--- config.mk ---
export PLATFORM = sky130hd
export DESIGN_NAME = j17_fetch_decode
export DESIGN_NICKNAME = d
export VERILOG_FILES = /design/src/rtl/j17_isa_pkg.sv /design/src/rtl/j17_decoder.sv /design/src/rtl/j17_fetch_decode.sv
export SDC_FILE = /design/constraint.sdc
export NUM_CORES = 1
export LEC_CHECK = 0
export CORE_MARGIN = 5
export CORE_UTILIZATION = 45
export CTS_CLUSTER_SIZE = 40
export DETAILED_ROUTE_END_ITERATION = 8
export GPL_TIMING_DRIVEN = 0
export PLACE_DENSITY_LB_ADDON = 0.15
export SLEW_MARGIN = 20
export SYNTH_ARGS = -nofsm -noshare
export SYNTH_HDL_FRONTEND = slang
export SYNTH_SLANG_ARGS = --single-unit
--- constraint.sdc ---
create_clock -name clock -period 2.99 [get_ports clock]
set_input_delay 0.7475 -clock clock [delete_from_list [all_inputs] [get_ports clock]]
set_output_delay 0.7475 -clock clock [all_outputs]
set_load 0.02 [all_outputs]
--- src/rtl/j17_isa_pkg.sv ---
// J17 instruction-set constants shared by the fetch/decode front end.
// Holds opcode values, pcControl codes, field positions, FSM states and fault codes.
package j17_isa_pkg;

    localparam logic [4:0] OP_ALU_FIRST = 5'd0;
    localparam logic [4:0] OP_ADD       = 5'd1;
    localparam logic [4:0] OP_ALU_LAST  = 5'd11;
    localparam logic [4:0] OP_MOV       = 5'd12;
    localparam logic [4:0] OP_BR_BASE   = 5'd12;
    localparam logic [4:0] OP_BR_FIRST  = 5'd13;
    localparam logic [4:0] OP_BR_LAST   = 5'd21;
    localparam logic [4:0] OP_HALT      = 5'd22;

    localparam logic [4:0] PC_NEXT   = 5'd0;
    localparam logic [4:0] PC_BUBBLE = 5'd10;

    localparam int OPC_MSB   = 31;
    localparam int OPC_LSB   = 27;
    localparam int OP1_MSB   = 26;
    localparam int OP1_LSB   = 24;
    localparam int OP2_MSB   = 23;
    localparam int OP2_LSB   = 3;
    localparam int IMC_BIT   = 2;
    localparam int FLAG_BIT  = 1;
    localparam int FLAG1_BIT = 0;

    typedef enum logic [1:0] {
        ST_FETCH  = 2'd0,
        ST_EXEC   = 2'd1,
        ST_HALTED = 2'd2,
        ST_FAULT  = 2'd3
    } fd_state_t;

    localparam logic [1:0] FAULT_NONE    = 2'b00;
    localparam logic [1:0] FAULT_TIMEOUT = 2'b01;
    localparam logic [1:0] FAULT_ILLEGAL = 2'b10;

endpackage

--- src/rtl/j17_decoder.sv ---
// Combinational decode of one J17 instruction word into the DP control bundle.
module j17_decoder
    import j17_isa_pkg::*;
(
    input  logic [31:0] word,
    output logic [4:0]  alucode,
    output logic [2:0]  op1,
    output logic [20:0] op2,
    output logic        imControl,
    output logic        flag,
    output logic        flag1,
    output logic [4:0]  pcControl,
    output logic        writecode,
    output logic        is_halt,
    output logic        is_illegal
);

    logic [4:0] opcode;

    assign opcode = word[OPC_MSB:OPC_LSB];

    always_comb begin
        alucode    = 5'd0;
        op1        = word[OP1_MSB:OP1_LSB];
        op2        = word[OP2_MSB:OP2_LSB];
        imControl  = word[IMC_BIT];
        flag       = word[FLAG_BIT];
        flag1      = word[FLAG1_BIT];
        pcControl  = PC_NEXT;
        writecode  = 1'b0;
        is_halt    = 1'b0;
        is_illegal = 1'b0;
        if (opcode <= OP_ALU_LAST) begin
            alucode = opcode;
        end else if (opcode == OP_MOV) begin
            writecode = 1'b1;
        end else if (opcode <= OP_BR_LAST) begin
            // Branch/jump opcodes map onto pcControl 1..9.
            pcControl = opcode - OP_BR_BASE;
        end else if (opcode == OP_HALT) begin
            is_halt   = 1'b1;
            pcControl = PC_BUBBLE;
        end else begin
            is_illegal = 1'b1;
            pcControl  = PC_BUBBLE;
        end
    end

endmodule

--- src/rtl/j17_fetch_decode.sv ---
// J17 fetch/decode front end: fetches a word at PC, waits for the acknowledge,
// and presents the decoded controls to DP for exactly one EXEC cycle.
module j17_fetch_decode
    import j17_isa_pkg::*;
#(
    parameter int IMEM_AW     = 10,
    parameter int ACK_TIMEOUT = 255
) (
    input  logic               clock,
    input  logic               reset_n,
    input  logic [31:0]        PC,
    output logic [IMEM_AW-1:0] imem_addr,
    output logic               imem_req,
    input  logic               imem_ack,
    input  logic [31:0]        imem_data,
    output logic [4:0]         alucode,
    output logic [2:0]         op1,
    output logic [20:0]        op2,
    output logic               imControl,
    output logic               flag,
    output logic               flag1,
    output logic [4:0]         pcControl,
    output logic               writecode,
    output logic [31:0]        instr_count,
    output logic               halted,
    output logic [1:0]         fault
);

    localparam int TW = $clog2(ACK_TIMEOUT + 1);
    localparam logic [TW-1:0] TIMEOUT_LAST = TW'(ACK_TIMEOUT - 1);

    fd_state_t   state;
    logic [TW-1:0] ack_timer;

    logic [4:0]  dec_alucode;
    logic [2:0]  dec_op1;
    logic [20:0] dec_op2;
    logic        dec_imControl;
    logic        dec_flag;
    logic        dec_flag1;
    logic [4:0]  dec_pcControl;
    logic        dec_writecode;
    logic        dec_halt;
    logic        dec_illegal;
    logic        unused_pc_bits;

    assign imem_addr      = PC[IMEM_AW-1:0];
    assign unused_pc_bits = ^PC[31:IMEM_AW];

    j17_decoder u_decoder (
        .word       (imem_data),
        .alucode    (dec_alucode),
        .op1        (dec_op1),
        .op2        (dec_op2),
        .imControl  (dec_imControl),
        .flag       (dec_flag),
        .flag1      (dec_flag1),
        .pcControl  (dec_pcControl),
        .writecode  (dec_writecode),
        .is_halt    (dec_halt),
        .is_illegal (dec_illegal)
    );

    // Controls default to a bubble every cycle; only a legal acknowledged word
    // loads them, so they are live for exactly the following EXEC cycle.
    always_ff @(posedge clock or negedge reset_n) begin
        if (!reset_n) begin
            state       <= ST_FETCH;
            ack_timer   <= '0;
            imem_req    <= 1'b1;
            alucode     <= 5'd0;
            op1         <= 3'd0;
            op2         <= 21'd0;
            imControl   <= 1'b0;
            flag        <= 1'b0;
            flag1       <= 1'b0;
            pcControl   <= PC_BUBBLE;
            writecode   <= 1'b0;
            instr_count <= 32'd0;
            halted      <= 1'b0;
            fault       <= FAULT_NONE;
        end else begin
            alucode   <= 5'd0;
            op1       <= 3'd0;
            op2       <= 21'd0;
            imControl <= 1'b0;
            flag      <= 1'b0;
            flag1     <= 1'b0;
            pcControl <= PC_BUBBLE;
            writecode <= 1'b0;
            case (state)
                ST_FETCH: begin
                    if (imem_ack) begin
                        ack_timer <= '0;
                        imem_req  <= 1'b0;
                        if (dec_illegal) begin
                            state <= ST_FAULT;
                            fault <= FAULT_ILLEGAL;
                        end else if (dec_halt) begin
                            state  <= ST_HALTED;
                            halted <= 1'b1;
                        end else begin
                            state     <= ST_EXEC;
                            alucode   <= dec_alucode;
                            op1       <= dec_op1;
                            op2       <= dec_op2;
                            imControl <= dec_imControl;
                            flag      <= dec_flag;
                            flag1     <= dec_flag1;
                            pcControl <= dec_pcControl;
                            writecode <= dec_writecode;
                        end
                    end else if (ack_timer == TIMEOUT_LAST) begin
                        state    <= ST_FAULT;
                        fault    <= FAULT_TIMEOUT;
                        imem_req <= 1'b0;
                    end else begin
                        ack_timer <= ack_timer + 1'b1;
                    end
                end
                ST_EXEC: begin
                    if (instr_count != 32'hFFFF_FFFF) begin
                        instr_count <= instr_count + 32'd1;
                    end
                    state     <= ST_FETCH;
                    ack_timer <= '0;
                    imem_req  <= 1'b1;
                end
                ST_HALTED, ST_FAULT: begin
                    imem_req <= 1'b0;
                end
                default: begin
                    state    <= ST_FETCH;
                    imem_req <= 1'b1;
                end
            endcase
        end
    end

endmodule

==> reports/metrics.csv <==
stage,metric,value,unit
critical_path,critical-path cell list,clkdlybuf4s50_1 > clkbuf_1 > nand2_1 > nor2_1 > clkbuf_1 > a21boi_0,
finish,utilization after layout,0.647,
global_route,first-pass GRT wire length,14000,µm
routing,DRT antenna net count,0,
global_route,initial antenna violation count,0,
logic_synthesis,"Cell Area, Synth",3720,µm²
finish,Fill cells,676,
cts,CTS clock-pin slew for the worst setup and hold paths,0.09,ns
logic_synthesis,Post-synth EDFFs,0,
timing,Setup-failing EPs final,0,
finish,diode count,0,
cts,clock latency on the worst-skew pair,0.35,ns
timing,Layout Skew,0.0104,ns
floorplanning,Placeable Area,8130,µm²
timing,Final Max Tran Viols,0,
critical_path,Critical Path Max Stage Delay,0.49,ns
flow_run,Max Cap Viol,0,
cts,CTS sink count,84,
timing,maximum clock frequency,395,MHz
floorplanning,Initial Util,0.458,
floorplanning,Rows,33,
logic_synthesis,Synth Flop Type,dfrtp_1,
logic_synthesis,asr flop ratio synth,1.00,
critical_path,worst-path maximum fanout,10,
place,final RePlAce weighted congestion,0.835,
logic_synthesis,Yosys top cell area share,0.544,
routing,DR vias,2939,
critical_path,CP max stage cell,clkdlybuf4s50_1,
timing,WHS,0.345,ns
logic_synthesis,Cells after Synth,335,
logic_synthesis,Syn Nets,408,
pwr,Pleak,2.32,nW
critical_path,reg2reg path depth,6,
routing,first-pass detailed-route iteration total,4,
place,post-place instance area,5060,µm²
timing,max_slew headroom,0.635,
place,Place WS,0.0315,ns
critical_path,Worst EP arrival,2.80,ns
timing,RSZ-0062 raised after global routing,false,
finish,Syn-to-layout area delta,41.3,%
global_route,largest net degree at the start of global routing,50,
critical_path,Critical Path RT,3.25,ns
routing,Total Wirelength,8530,µm
routing,Starting DRT DRC Count,94,
min_path,min-delay worst type,input pin to async pin,
finish,fin area,5260,µm²
cts,Clock Path Buffers,2,
logic_synthesis,Avg Inst Size Synth,11.1,µm²
global_route,vias in the first global route,2891,
logic_synthesis,Yosys cell types,53,
global_route,Overall Global Routing Usage,0.173,
run_status,status,finished clean,
cts,Setup Buffers After CTS,0,
timing,Tightest Pin Transition,0.542,ns
routing,Vias per Instance,5.11,
timing,final worst-path cycle share,0.848,
critical_path,CP Launch Type,input pin,
logic_synthesis,Synth Register Bits,84,
cts,Root Buffer,clkbuf_8,
critical_path,Crit path top cell by count,clkbuf_1,
timing,min Tclk post-route,2.53,ns
logic_synthesis,post-synth top area cell,dfrtp_1,
cts,Post-CTS Hold Buffers,0,
timing,final hold vios,0,
place,DP Wirelength,6500,µm
cts,Resized Gates After CTS,0,
place,PortBufs,118,
critical_path,kind of critical path,input pin to flop,
cts,H-tree depth,3,
pwr,Max IR drop VDD,0.239,mV
floorplanning,Die ar.,10200,µm²
floorplanning,Die Width,101,µm
finish,share of layout cells above drive strength 1,0.0957,
floorplanning,I/O pin cnt,151,
logic_synthesis,"Seq/Total Area, Yosys",0.566,
timing,final worst slack,0.456,ns
routing,DRC viols,0,
critical_path,Critical Path End Type,flop,
finish,Final nets,538,
logic_synthesis,Yosys warnings,0,
logic_synthesis,top post-synthesis cells by area,"dfrtp_1, xnor2_1, and2_1, nand2_1, nand4_1",
floorplanning,Die H,101,µm
pwr,PD cells,444,nW/µm²
global_route,remaining global-route overflow,0,
cts,CTS tree,yes,
cts,CTS Buf Count,9,
routing,WL per Instance,14.8,µm
## per-stage QoR
step | cells | total power [mW] | TNS (ns)
floorplan | 335 | 1.38 | 0
global placement | 558 | 1.53 | -150.44
detailed placement | 559 | 1.54 | 0
CTS | 575 | 2.37 | 0
global route | 575 | 2.45 | 0
finish | 575 | 2.34 | 0
## area by class of cell
class                           count  area (µm²)  share of cell area
Sequential cell                    84        2110               0.400
Multi-Input combinational cell    225        1480               0.282
Timing Repair Buffer              119        1210               0.229
Clock buffer                       10         138              0.0262
Tap cell                          105         131              0.0250
Buffer                             15        95.1              0.0181
Clock inverter                      6        62.6              0.0119
Inverter                           11        41.3             0.00785
## worst max-delay path: cells and delay by family
| family | cells | cell delay, ns |
|---|---|---|
| AOI/OAI and AO/OA | 1 | 0.24 |
| and+or+nand+nor | 2 | 0.63 |
| buffers and inverters | 3 | 1.18 |
## path summary, 6_finish.rpt
path                       slack (ns)                  from                          end
setup / recovery                 0.46              imem_ack       pcControl[4]$_DFF_PN0_
hold / removal                   0.34               reset_n  instr_count[25]$_DFFE_PN0P_
setup reg to reg                 0.85  state[1]$_DFFE_PN0P_       pcControl[4]$_DFF_PN0_
hold reg to reg                  0.47    halted$_DFFE_PN0P_           halted$_DFFE_PN0P_
max in group asynchronous        1.99               reset_n         imem_req$_DFFE_PN1P_
min in group clock               0.47    halted$_DFFE_PN0P_           halted$_DFFE_PN0P_
## cell usage after synthesis, types with 2 or more instances
master / n
nor2_1: 21
dfstp_2: 3
xor2_1: 6
nand4_1: 14
and3_1: 7
and4_1: 4
nand3b_1: 2
o21ai_0: 5
o31ai_1: 2
nand3_1: 17
ha_1: 6
xnor2_1: 23
buf_4: 10
nor3_1: 9
nand2b_1: 4
dfrtp_1: 81
inv_1: 11
clkbuf_1: 4
a31oi_1: 5
nand2_1: 28
nor4_4: 2
and2_1: 27
mux2_2: 2
nor4_1: 3
a21oi_1: 11
## report_power, final
group / leakage (nW) / switching (mW) / internal, mW
combinational: 1.06 / 0.138 / 0.147
sequential: 1.15 / 0.0557 / 1.18
clock: 0.106 / 0.408 / 0.409
## metal layers
layer	global-route usage	part of all wire	wire length, µm	up-vias
li1	-	-	-	1416
met1	0.217	0.41	3470	1396
met2	0.266	0.46	3960	112
met3	0.0692	0.11	938	15
met4	0.0716	0.020	167	0
met5	0	0	0	-
## registers in the layout, summed over array words and instances (netlist names)
| signal | count |
|---|---|
| op1 | 3 |
| alucode | 5 |
| imem_req | 1 |
| pcControl | 5 |
| imControl | 1 |
| state | 2 |
| flag1 | 1 |
| op2 | 21 |
| flag | 1 |
| fault | 2 |
| instr_count | 32 |
| ack_timer | 8 |
| writecode | 1 |
| halted | 1 |
## layout by cell type (no fill, tap or decap), drive strengths merged, types with 12 or more instances in the layout
master	count
clkdlybuf4s50	117
buf	13
xnor2	23
nor2	22
nand3	17
nand2	28
and2	27
inv	12
nand4	16
clkbuf	14
dfrtp	81
## logic make-up (layout without fill, tap and decap cells)
kind of cell | Yosys count | after routing | share of synthesized area
AO/OA/AOI/OAI | 37 | 37 | 0.0685
XOR/XNOR | 29 | 29 | 0.0682
adder cells (fa/ha/maj) | 6 | 6 | 0.0202
buffers and inverters | 26 | 161 | 0.0366
flip-flops | 84 | 84 | 0.566
multiplexers | 4 | 4 | 0.0128
other | 1 | 1 | 0.00101
AND/OR/NAND/NOR | 148 | 148 | 0.227
(Power assumes the default switching activity.)
